--- config.mk ---
export PLATFORM = sky130hd
export DESIGN_NAME = gpio_ahb_bridge
export DESIGN_NICKNAME = d
export VERILOG_FILES = /design/src/rtl/gpio_bridge_pkg.sv /design/src/rtl/gpio_bridge_addr_chk.sv /design/src/rtl/gpio_ahb_bridge.sv
export SDC_FILE = /design/constraint.sdc
export NUM_CORES = 1
export LEC_CHECK = 0
export CAP_MARGIN = 0
export CORE_MARGIN = 1.5
export CORE_UTILIZATION = 28
export DETAILED_ROUTE_END_ITERATION = 12
export HOLD_SLACK_MARGIN = 0.08
export PLACE_DENSITY = 0.77
export SLEW_MARGIN = 20
export SYNTH_ARGS = -nofsm -noshare
export SYNTH_HDL_FRONTEND = slang
export SYNTH_SLANG_ARGS = --single-unit
--- constraint.sdc ---
create_clock -name clk -period 1.5 [get_ports clk]
set_input_delay 0.3 -clock clk [delete_from_list [all_inputs] [get_ports clk]]
set_output_delay 0.3 -clock clk [all_outputs]
set_load 0.1 [all_outputs]
--- src/rtl/gpio_bridge_pkg.sv ---
// ----------------------------------------------------------------------------
// gpio_bridge_pkg
// Shared definitions for the AHB-Lite to GPIO-core bridge:
//   - FSM state type (ERR1/ERR2 exist only when GPIO_BRIDGE_ERR_EN is defined)
//   - HTRANS / HSIZE encodings
//   - GPIO core word offsets and the default number of mapped registers
// ----------------------------------------------------------------------------
package gpio_bridge_pkg;

    localparam int NUM_REGS_DEF = 6;

    // AHB transfer types
    localparam logic [1:0] HTRANS_IDLE   = 2'b00;
    localparam logic [1:0] HTRANS_BUSY   = 2'b01;
    localparam logic [1:0] HTRANS_NONSEQ = 2'b10;
    localparam logic [1:0] HTRANS_SEQ    = 2'b11;

    // Only word transfers are supported
    localparam logic [2:0] HSIZE_WORD = 3'b010;

    // GPIO core word offsets
    localparam logic [2:0] GPIO_OFS_CNT  = 3'd0;
    localparam logic [2:0] GPIO_OFS_OUT1 = 3'd1;
    localparam logic [2:0] GPIO_OFS_OUT2 = 3'd2;
    localparam logic [2:0] GPIO_OFS_OUT3 = 3'd3;
    localparam logic [2:0] GPIO_OFS_OUT4 = 3'd4;
    localparam logic [2:0] GPIO_OFS_EN   = 3'd5;

    typedef enum logic [2:0] {
        IDLE    = 3'd0,
        WR      = 3'd1,
        RD_REQ  = 3'd2,
        RD_CAP  = 3'd3,
        RD_DONE = 3'd4
`ifdef GPIO_BRIDGE_ERR_EN
        ,
        ERR1    = 3'd5,
        ERR2    = 3'd6
`endif
    } state_e;

endpackage

--- src/rtl/gpio_bridge_addr_chk.sv ---
// ----------------------------------------------------------------------------
// gpio_bridge_addr_chk
// Combinational legality check for an AHB address phase.
// Ports:
//   offset  in  3  word offset (haddr[4:2])
//   hsize   in  3  transfer size
//   legal   out 1  1 when offset < NUM_REGS and the transfer is a word
// ----------------------------------------------------------------------------
module gpio_bridge_addr_chk
    import gpio_bridge_pkg::*;
#(
    parameter int NUM_REGS = NUM_REGS_DEF
) (
    input  logic [2:0] offset,
    input  logic [2:0] hsize,
    output logic       legal
);

    assign legal = (32'(offset) < 32'(NUM_REGS)) && (hsize == HSIZE_WORD);

endmodule

--- src/rtl/gpio_ahb_bridge.sv ---
// ----------------------------------------------------------------------------
// gpio_ahb_bridge
// AHB-Lite slave that converts bus transfers into single-cycle GPIO core
// strobes. Writes complete with zero wait states; reads take two wait states
// (request, capture, done) and return registered data.
//
// Build option: GPIO_BRIDGE_ERR_EN
//   defined   : illegal transfers get the two-cycle AHB ERROR response
//   undefined : illegal writes are dropped, illegal reads return 0, both OKAY
//
// Ports:
//   clk, rstn                      clock, async active-low reset
//   hsel, haddr, htrans, hwrite,   AHB-Lite address phase
//   hsize, hready
//   hwdata                         AHB write data (data phase)
//   hreadyout, hresp, hrdata       AHB slave response
//   core_sel, core_wen, core_ren   GPIO core strobes
//   core_addr                      captured word offset, zero-extended
//   core_wdata, core_rdata         GPIO core data
// ----------------------------------------------------------------------------
module gpio_ahb_bridge
    import gpio_bridge_pkg::*;
#(
    parameter int DATA_W   = 32,
    parameter int NUM_REGS = NUM_REGS_DEF
) (
    input  logic              clk,
    input  logic              rstn,
    input  logic              hsel,
    input  logic [31:0]       haddr,
    input  logic [1:0]        htrans,
    input  logic              hwrite,
    input  logic [2:0]        hsize,
    input  logic              hready,
    input  logic [DATA_W-1:0] hwdata,
    output logic              hreadyout,
    output logic              hresp,
    output logic [DATA_W-1:0] hrdata,
    output logic              core_sel,
    output logic              core_wen,
    output logic              core_ren,
    output logic [31:0]       core_addr,
    output logic [DATA_W-1:0] core_wdata,
    input  logic [DATA_W-1:0] core_rdata
);

    state_e            state_q, state_d;
    logic [2:0]        ofs_q, ofs_d;
    logic [DATA_W-1:0] hrdata_q, hrdata_d;
    logic              legal;
    logic              can_accept;
    logic              accept;

    // Address bits outside the word offset and htrans[0] carry no meaning here.
    logic unused_bus;
    assign unused_bus = ^{haddr[31:5], haddr[1:0], htrans[0]};

    gpio_bridge_addr_chk #(
        .NUM_REGS (NUM_REGS)
    ) u_addr_chk (
        .offset (haddr[4:2]),
        .hsize  (hsize),
        .legal  (legal)
    );

    always_comb begin
        // NOTE: every output of this block gets a default first, so no path
        // can leave one unassigned and infer a latch.
        state_d    = IDLE;
        ofs_d      = ofs_q;
        hrdata_d   = hrdata_q;
        can_accept = 1'b0;
        hreadyout  = 1'b1;
        hresp      = 1'b0;
        core_sel   = 1'b0;
        core_wen   = 1'b0;
        core_ren   = 1'b0;
        core_wdata = '0;

        unique case (state_q)
            IDLE: begin
                can_accept = 1'b1;
            end
            WR: begin
                // One strobe per transfer: offset 0 is a counter that
                // advances on every write strobe.
                core_sel   = 1'b1;
                core_wen   = 1'b1;
                core_wdata = hwdata;
                can_accept = 1'b1;
            end
            RD_REQ: begin
                core_sel  = 1'b1;
                core_ren  = 1'b1;
                hreadyout = 1'b0;
                state_d   = RD_CAP;
            end
            RD_CAP: begin
                hreadyout = 1'b0;
                hrdata_d  = core_rdata;
                state_d   = RD_DONE;
            end
            RD_DONE: begin
                can_accept = 1'b1;
            end
`ifdef GPIO_BRIDGE_ERR_EN
            ERR1: begin
                hresp     = 1'b1;
                hreadyout = 1'b0;
                state_d   = ERR2;
            end
            ERR2: begin
                hresp      = 1'b1;
                can_accept = 1'b1;
            end
`endif
            default: begin
                state_d = IDLE;
            end
        endcase

        // Address phase is only taken while the previous data phase is ending
        // (hreadyout=1), which makes WR/RD_DONE/ERR2 pipelined.
        accept = can_accept & hsel & hready & htrans[1];

        if (accept) begin
            ofs_d = haddr[4:2];
            if (legal) begin
                state_d = hwrite ? WR : RD_REQ;
            end else begin
`ifdef GPIO_BRIDGE_ERR_EN
                state_d = ERR1;
`else
                // Dropped write / zero read, completed in the next cycle
                // with OKAY and no core access.
                state_d = IDLE;
                if (!hwrite) begin
                    hrdata_d = '0;
                end
`endif
            end
        end
    end

    always_ff @(posedge clk or negedge rstn) begin
        if (!rstn) begin
            state_q  <= IDLE;
            ofs_q    <= '0;
            hrdata_q <= '0;
        end else begin
            // NOTE: sequential state uses non-blocking assignments so every
            // flop samples the pre-edge values regardless of statement order.
            state_q  <= state_d;
            ofs_q    <= ofs_d;
            hrdata_q <= hrdata_d;
        end
    end

    assign hrdata    = hrdata_q;
    assign core_addr = {29'd0, ofs_q};

endmodule

==> implementation parameters, run 1 <==
Parameter                              Value

Status
  Result of the run ... finished, violations left
  Violations in the final reports ... negative setup slack

Place
  Number of buffers inserted by port buffering ... 146
  RD Place Congestion ... between 0.7 and 0.8
  Minimum setup slack after placement ... -0.239 ns
  Dpl hpwl ... 5400 um

Cells and area
  Synthesis-to-layout area growth ... 133%
  Nets ... 501
  Area of the multi-input gates ... 1120 um2
  Commonest cells after routing, fill and taps aside ... 74 x sky130_fd_sc_hd__clkdlybuf4s50_1, 74 x sky130_fd_sc_hd__buf_12, 58 x sky130_fd_sc_hd__nand2_1, 37 x sky130_fd_sc_hd__dfrtp_1, 32 x sky130_fd_sc_hd__and2_4
  Fill cell instance count of the final layout ... 547
  Share of cells above drive strength 1 ... 46.5%
  Diode count ... 0
  Area of all sequential standard cells ... approximately 950 um2

GRT
  Number of global-route vias before repair ... between 2,000 and 2,500
  GR Util All Layers ... 17.0%
  Largest net degree at the start of global routing ... 39
  Remaining global-route overflow ... 0
  Initial antenna violation count ... 0
  Wire length of the first global-routing pass ... 10,200 um

Setup path
  Number of buffers and inverters on the critical path ... 2
  Critical-path cell list ... nor3b_4, buf_6, and2_4, buf_12
  Req. time, crit path ... between 1 and 1.5 ns
  Maximum fanout along the worst path ... 17
  CP endpoint kind ... output port
  Worst Setup Path Type ... register to output port
  Crit path max-delay family ... flip-flops
  Crit start category ... register
  Crit path largest cell delay ... 0.43 ns
  Worst-path cell with the longest stage delay ... sky130_fd_sc_hd__dfrtp_2
  Arrival @ worst endpoint ... approximately 1.5 ns

Power and ir drop
  Cell area power density ... 1630 nW/um2
  Overall power consumption ... 7.93 mW
  Max IR drop VDD ... 0.929 mV
  Static leakage power ... 2.07 nW

Route
  DRC ... 0
  Post-DR vias/cell ... 4.30
  Sum of routed wire length over all layers ... 7500 um
  Antenna Nets Post-Route ... 0
  Number of iterations in the first detailed-routing pass ... 4
  DR iter-0 viols ... 45
  Vias post-DR ... 2,128
  Average wire length per cell after detail routing ... between 15 and 20 um

Clock network
  Number of clock buffers inserted by TritonCTS ... 5
  Clk pin slew, worst setup/hold paths ... 0.08 ns
  Buffer cell driving the clock tree root ... sky130_fd_sc_hd__clkbuf_8
  CTS tree ... yes
  Clock network latency to the later pin of the worst-skew pair ... 0.29 ns
  Clk sink count ... 38
  # H-tree levels ... 2
  Clock Path Buffers ... 2

Synth
  Post-Synth Adder-Cell Area ... 0%
  Area share of the largest cell type after synthesis ... 45.6%
  Area fraction in compound gates after synthesis ... a little under an eighth
  Yosys warnings ... 0
  Cells after Synth ... between 200 and 250
  Synth area leader ... sky130_fd_sc_hd__dfrtp_1
  Count of distinct cell types in the synthesized netlist ... 23
  Summed instance area of the synthesized netlist ... roughly 2100 um2
  Synth Area in XOR/XNOR ... less than 1%
  Flop and latch count out of synthesis ... 38
  Simple-gate share of the synthesized area ... 25.1%
  Multiplexer share of the synthesized area ... under 10%
  Average size of a mapped cell ... 9.07 um2
  Seq/Total Area, Yosys ... a little under half
  Main combinational cell family by area after synthesis ... simple AND/OR/NAND/NOR gates
  Dominant cells by area after synthesis ... sky130_fd_sc_hd__dfrtp_1 46%, sky130_fd_sc_hd__nand2_1 12%, sky130_fd_sc_hd__buf_4 11%

Floorplan
  Die Span Y ... 89.3 um
  FP Rows ... 31
  Floorplan Core Area ... approximately 7200 um2
  Initial core utilization ... 28.9%
  Number of placed I/O pins ... about 210
  Die area ... 7980 um2
  Die width ... 89.3 um

STA
  Final period demand of the worst path ... 1.79 ns
  Setup tns final ... -10.60 ns
  Normalized max-slew margin ... 66.2%
  Final critical-path share of the clock period ... 120%
  Hold slack ... ~0.55 ns
  Final number of setup-violating endpoints ... 68
  Least-Margin Pin Slew ... 0.508 ns
  Hold Violations, Final ... 0
  Highest clock frequency the design can meet ... ~0.56 GHz
  PnR worst setup slack ... -0.295 ns
  Final setup skew ... 0.00399 ns
  Final Max Tran Viols ... 0
  Setup repair after global routing missed its margin ... true

Job
  Number of violations of the max-capacitance limit ... 0

Hold path
  Type of the worst min-delay path ... input port to register
## cells by family (layout without fill, tap and decap cells)
family                    after synthesis  in the layout
DFF                                    38             38
xor gates and xnor gates                1              1
and+or+nand+nor                       106            106
muxes                                   3              3
other                                   1             30
AOI/OAI and AO/OA                      37             37
buffers and inverters                  44            181
## where the power goes
group	internal [mW]	total [mW]	switching, mW
Sequential	1.25	1.49	0.245
Clock	0.667	1.05	0.385
Combinational	1.91	5.39	3.48
Total	3.83	7.93	4.11
## registers in the layout (all words and copies together), names as in the netlist
signal   cells
hrdata      32
ofs_q        3
state_q      3
## per-stage QoR
stage / area (um2) / utilization, % / std cells
after floorplan: 2330 / - / 259
after global placement: 4420 / 61.3 / 475
after detailed placement: 4420 / 61.3 / 475
after CTS: 4660 / 64.6 / 490
after global routing: 4860 / 67.3 / 495
final: 4860 / 67.3 / 495
## what timing repair did
action,CTS,global route
hold buffers,1,0
setup buffers,4,3
gates resized for setup,8,32
pin swaps,4,7
endpoints found under the hold margin,38,0
cloned,2,6
setup endpoints to repair,38,68
## synth_stat cells
library cell,instances
sky130_fd_sc_hd__a211oi_4,1
sky130_fd_sc_hd__a21o_1,2
sky130_fd_sc_hd__a21oi_1,22
sky130_fd_sc_hd__a21oi_2,10
sky130_fd_sc_hd__and2_1,32
sky130_fd_sc_hd__buf_2,6
sky130_fd_sc_hd__buf_4,31
sky130_fd_sc_hd__buf_6,4
sky130_fd_sc_hd__clkbuf_1,2
sky130_fd_sc_hd__conb_1,1
sky130_fd_sc_hd__dfrtp_1,38
sky130_fd_sc_hd__inv_2,1
sky130_fd_sc_hd__mux2_2,3
sky130_fd_sc_hd__nand2_1,66
sky130_fd_sc_hd__nand2b_1,1
sky130_fd_sc_hd__nand3_1,1
sky130_fd_sc_hd__nand3b_1,1
sky130_fd_sc_hd__nand4b_4,1
sky130_fd_sc_hd__nor2_1,2
sky130_fd_sc_hd__nor3b_2,2
sky130_fd_sc_hd__o22ai_1,1
sky130_fd_sc_hd__o32ai_1,1
sky130_fd_sc_hd__xnor2_1,1
## worst reg2reg max path, cell delays in order (launching register included)
cell and delay, ns:
sky130_fd_sc_hd__dfrtp_1 0.41, sky130_fd_sc_hd__buf_4 0.15, sky130_fd_sc_hd__buf_6 0.12, sky130_fd_sc_hd__a21o_1 0.18, sky130_fd_sc_hd__a211oi_4 0.16, sky130_fd_sc_hd__buf_6 0.20
sky130_fd_sc_hd__clkbuf_16 0.18, sky130_fd_sc_hd__a21oi_2 0.04
## cell type report
cell class                      instances  share of cell area [%]
Timing Repair Buffer                  172                    51.8
Multi-Input combinational cell        177                    23.1
Sequential cell                        38                    19.6
Tap cell                               99                    2.55
Clock buffer                            5                    1.42
Clock inverter                          3                    1.42
Inverter                                1                   0.129
## final timing paths
| path | endpoint | start | slack (ns) | cells after the start |
|---|---|---|---|---|
| worst max-delay path | core_wdata[27] | state_q[1] | -0.29 | 4 |
| worst min-delay path | hrdata[26] | core_rdata[26] | 0.55 | 3 |
| worst max register to register | hrdata[15] | state_q[2] | -0.04 | 7 |
| worst min register to register | hrdata[30] | hrdata[30] | 0.56 | 2 |
| max in group asynchronous | state_q[1] | rstn | 0.53 | 3 |
| min in group asynchronous | hrdata[17] | rstn | 0.59 | 3 |
## routing by layer
layer / up-vias / routed length (um) / track usage [%]
li1: 1000 / - / -
met4: 0 / 136 / 5.45
met3: 11 / 511 / 4.43
met5: - / 0 / 0
met2: 109 / 4370 / 34.8
met1: 1008 / 2480 / 16.2
(Power assumes the default switching activity.)
==> run 2, diff against run 1 <==
--- a/config.mk
+++ b/config.mk
@@ -5,13 +5,15 @@
 export SDC_FILE = /design/constraint.sdc
 export NUM_CORES = 1
 export LEC_CHECK = 0
+export ABC_AREA = 1
 export CAP_MARGIN = 0
 export CORE_MARGIN = 1.5
 export CORE_UTILIZATION = 28
 export DETAILED_ROUTE_END_ITERATION = 12
 export HOLD_SLACK_MARGIN = 0.08
-export PLACE_DENSITY = 0.77
+export PLACE_DENSITY = 0.74
 export SLEW_MARGIN = 20
 export SYNTH_ARGS = -nofsm -noshare
 export SYNTH_HDL_FRONTEND = slang
 export SYNTH_SLANG_ARGS = --single-unit
+export TNS_END_PERCENT = 1
==> implementation parameters, run 2 <==
Parameter                              Value

Setup path
  Worst-path cell with the longest stage delay ... sky130_fd_sc_hd__dfrtp_1 (was sky130_fd_sc_hd__dfrtp_2)
  Beginning of the worst register-to-register path ... state_q[1] (was state_q[2])
  Crit path max-delay family ... buffers and inverters (was flip-flops)
  Arrival @ worst endpoint ... 1.49 ns (about the same)
  Worst Setup Path Type ... register to output port (unchanged)
  Crit path largest cell delay ... 0.37 ns (was 0.43 ns)
  End of the worst register-to-register path ... hrdata[6] (was hrdata[15])
  Maximum fanout along the worst path ... 16 (was 17)
  Number of buffers and inverters on the critical path ... 4 (was 2)
  CP endpoint kind ... output port (unchanged)
  Crit start category ... register (unchanged)
  Critical-path cell list ... inv_2, nor3_4, inv_4, buf_12, nor2_4, buf_12 (was nor3b_4, buf_6, and2_4, buf_12)
  Req. time, crit path ... 1.20 ns (about the same)
  Worst reg-to-reg setup slack ... 0.10 ns (was -0.04 ns)
  Cell repeated most along the worst path ... sky130_fd_sc_hd__buf_12
  Cell count of the worst reg-to-reg path ... 8 (was 7)

Cells and area
  Fill cell instance count of the final layout ... 630 (was 547)
  Area of the multi-input gates ... 1120 um2 (about the same)
  Area of all sequential standard cells ... 951 um2 (was 952 um2)
  Number of standard cells in the final layout excluding fillers ... 601 (was 495)
  Synthesis-to-layout area growth ... 117% (was 133%)
  Nets ... 606 (was 501)
  Diode count ... 0 (unchanged)
  Share of cells above drive strength 1 ... 27.5% (was 46.5%)
  Commonest cells after routing, fill and taps aside ... 108 x sky130_fd_sc_hd__nand2_1, 77 x sky130_fd_sc_hd__buf_12, 74 x sky130_fd_sc_hd__clkdlybuf4s50_1, 69 x sky130_fd_sc_hd__inv_1, 38 x sky130_fd_sc_hd__dfrtp_1 (was 74 x sky130_fd_sc_hd__clkdlybuf4s50_1, 74 x sky130_fd_sc_hd__buf_12, 58 x sky130_fd_sc_hd__nand2_1, 37 x sky130_fd_sc_hd__dfrtp_1, 32 x sky130_fd_sc_hd__and2_4)
  Flip-flop count of the largest register, all copies and words added ... 32 (unchanged)
  Cell area after layout ... 4940 um2 (was 4860 um2)
  Most common cell after layout, fill and taps aside ... sky130_fd_sc_hd__nand2_1

Synth
  Seq/Total Area, Yosys ... 41.8% (was 45.6%)
  Dominant cells by area after synthesis ... sky130_fd_sc_hd__dfrtp_1 42%, sky130_fd_sc_hd__nand2_1 18%, sky130_fd_sc_hd__buf_4 12% (was sky130_fd_sc_hd__dfrtp_1 46%, sky130_fd_sc_hd__nand2_1 12%, sky130_fd_sc_hd__buf_4 11%)
  Top flip-flop cell by instance count after synthesis ... sky130_fd_sc_hd__dfrtp_1 (unchanged)
  Count of distinct cell types in the synthesized netlist ... 15 (was 23)
  Summed instance area of the synthesized netlist ... 2270 um2 (was 2090 um2)
  Area share of the largest cell type after synthesis ... 41.8% (was 45.6%)
  Yosys warnings ... 0 (unchanged)
  Flop and latch count out of synthesis ... 38 (unchanged)
  Most common cell in the netlist ... sky130_fd_sc_hd__nand2_1 (unchanged)
  Post-synth EDFFs ... 0 (unchanged)
  Average size of a mapped cell ... 6.63 um2 (was 9.07 um2)
  Top post-synthesis cells by count ... 110 x sky130_fd_sc_hd__nand2_1, 72 x sky130_fd_sc_hd__inv_1, 67 x sky130_fd_sc_hd__nor2_1 (was 66 x sky130_fd_sc_hd__nand2_1, 38 x sky130_fd_sc_hd__dfrtp_1, 32 x sky130_fd_sc_hd__and2_1)
  Post-synth ARST share ... 100% (unchanged)
  Synth area leader ... sky130_fd_sc_hd__dfrtp_1 (unchanged)
  Cells after Synth ... 343 (was 230)

GRT
  Initial antenna violation count ... 0 (unchanged)
  Remaining global-route overflow ... 0 (unchanged)
  Number of global-route vias before repair ... 2,549 (was 2,144)
  GR Util All Layers ... 16.9% (was 17.0%)
  Largest net degree at the start of global routing ... 33 (was 39)
  Wire length of the first global-routing pass ... 11,600 um (was 10,200 um)

Place
  # placed instances ... 594 (was 475)
  RD Place Congestion ... 0.724 (was 0.745)
  Minimum setup slack after placement ... -0.135 ns (was -0.239 ns)
  Area after detailed placement ... 4830 um2 (was 4420 um2)
  Number of buffers inserted by port buffering ... 146 (unchanged)
  Dpl hpwl ... 5960 um (was 5400 um)

Clock network
  Number of clock buffers inserted by TritonCTS ... 5 (unchanged)
  Buffer cell driving the clock tree root ... sky130_fd_sc_hd__clkbuf_8 (unchanged)
  Clock network latency to the later pin of the worst-skew pair ... 0.28 ns (was 0.29 ns)
  Clock Path Buffers ... 2 (unchanged)
  # H-tree levels ... 2 (unchanged)
  CTS tree ... yes (unchanged)
  Clk sink count ... 38 (unchanged)
  Clk pin slew, worst setup/hold paths ... 0.07 ns (was 0.08 ns)

Floorplan
  Initial core utilization ... 29.1% (was 28.9%)
  Die width ... 93.1 um (was 89.3 um)
  Floorplan Core Area ... 7810 um2 (was 7210 um2)
  Die Span Y ... 93.1 um (was 89.3 um)
  FP Rows ... 32 (was 31)
  Number of placed I/O pins ... 207 (unchanged)
  Die area ... 8670 um2 (was 7980 um2)

Power and ir drop
  Cell area power density ... 1530 nW/um2 (was 1630 nW/um2)
  Cell internal power dissipation ... 3.41 mW (was 3.83 mW)
  Static leakage power ... 2.37 nW (was 2.07 nW)
  Share of power burned in registers ... 19.6% (was 18.8%)
  Max IR drop VDD ... 0.793 mV (was 0.929 mV)
  Clock group share of total power ... 9.1% (was 13.3%)
  Overall power consumption ... 7.58 mW (was 7.93 mW)
  Switching Power ... 4.17 mW (was 4.11 mW)
  Combinational share of power ... 71.3% (was 67.9%)
  Fraction of power spent switching nets ... 55.1% (was 51.8%)

STA
  Hold Violations, Final ... 0 (unchanged)
  Hold slack ... 0.513 ns (was 0.547 ns)
  Final period demand of the worst path ... 1.79 ns (about the same)
  Highest clock frequency the design can meet ... 0.559 GHz (was 0.557 GHz)
  Final number of setup-violating endpoints ... 35 (was 68)
  PnR worst setup slack ... -0.288 ns (was -0.295 ns)
  Final Max Tran Viols ... 0 (unchanged)
  Final critical-path share of the clock period ... 119% (was 120%)
  Setup repair after global routing missed its margin ... true (unchanged)
  Final setup skew ... 0.00302 ns (was 0.00399 ns)

Route
  Antenna Nets Post-Route ... 0 (unchanged)
  DRC ... 0 (unchanged)
  Sum of routed wire length over all layers ... 7180 um (was 7500 um)
  DR iter-0 viols ... 75 (was 45)
  Number of iterations in the first detailed-routing pass ... 4 (unchanged)
  Post-DR vias/cell ... 4.01 (was 4.30)
  Average wire length per cell after detail routing ... 11.9 um (was 15.1 um)
  Vias post-DR ... 2,412 (was 2,128)

Hold path
  Type of the worst min-delay path ... input port to async pin (was input port to register)

Job
  Number of violations of the max-capacitance limit ... 0 (unchanged)

Status
  Result of the run ... finished, violations left (unchanged)
  Violations in the final reports ... negative setup slack (unchanged)
## run 2: cell count changes in the layout (fill, tap and decap cells not counted), sizes merged, moves of 5 or more
cell | previous run | this run
nand2 | 66 | 110
nor2 | 2 | 69
buf | 93 | 88
and2 | 32 | 0
a21oi | 32 | 0
inv | 1 | 73
## run 2: worst max path at each step
stage | from | depth (start not counted) | endpoint
after floorplan | state_q[0] | 5 | core_wdata[0]
after global placement | htrans[1] | 7 | hrdata[11]
final | state_q[0] | 6 | core_wdata[17]
after global routing | state_q[0] | 6 | core_wdata[17]
after CTS | state_q[0] | 6 | core_wdata[17]
after detailed placement | htrans[1] | 7 | hrdata[6]
## run 2: layer usage
layer	global-route usage, %	share of wire (%)	up-vias
met5	0	0	-
met1	17.0	35	1070
met4	4.67	2.1	0
li1	-	-	1212
met2	33.0	54	116
met3	5.28	8.8	14
## run 2: power by group through the flow
| stage | clock, mW | sequential (mW) | combinational (mW) |
|---|---|---|---|
| 3_3_place_gp | 0 | 1.48 | 5.37 |
| 4_1_cts | 0.714 | 1.49 | 5.44 |
| 3_5_place_dp | 0 | 1.50 | 5.42 |
| 6_report | 0.691 | 1.48 | 5.40 |
| 2_1_floorplan | 0 | 2.89 | 2.05 |
| 5_1_grt | 0.748 | 1.51 | 5.60 |
## run 2: per-stage QoR
stage,setup TNS (ns),util [%]
final,-9.19,63.3
after global placement,-2.17,61.9
after detailed placement,-3.85,61.9
after global routing,-11.78,63.3
after floorplan,-35.31,-
after CTS,-10.31,63.2
## run 2: logic make-up after synthesis
logic type | count (synthesis) | share of synthesized area, %
AND/OR/NAND/NOR | 187 | 32.3
buffers and inverters | 115 | 25.3
flip-flops | 38 | 41.8
AO/OA/AOI/OAI | 2 | 0.440
other | 1 | 0.165
## run 2: final cells by class
cell class                      instances  area share [%]
Inverter                               73            5.59
Tap cell                              102            2.58
Multi-Input combinational cell        219            22.7
Clock buffer                            6            1.67
Timing Repair Buffer                  163            48.2
Sequential cell                        38            19.2
## run 2: timing repair
item                                   4_1_cts  5_1_grt
cloned                                       0        0
setup endpoints to repair                   36       48
hold buffers                                 1        0
gates resized for setup                      3        3
pin swaps                                    3        2
endpoints found under the hold margin       19        0
setup buffers                                0        0
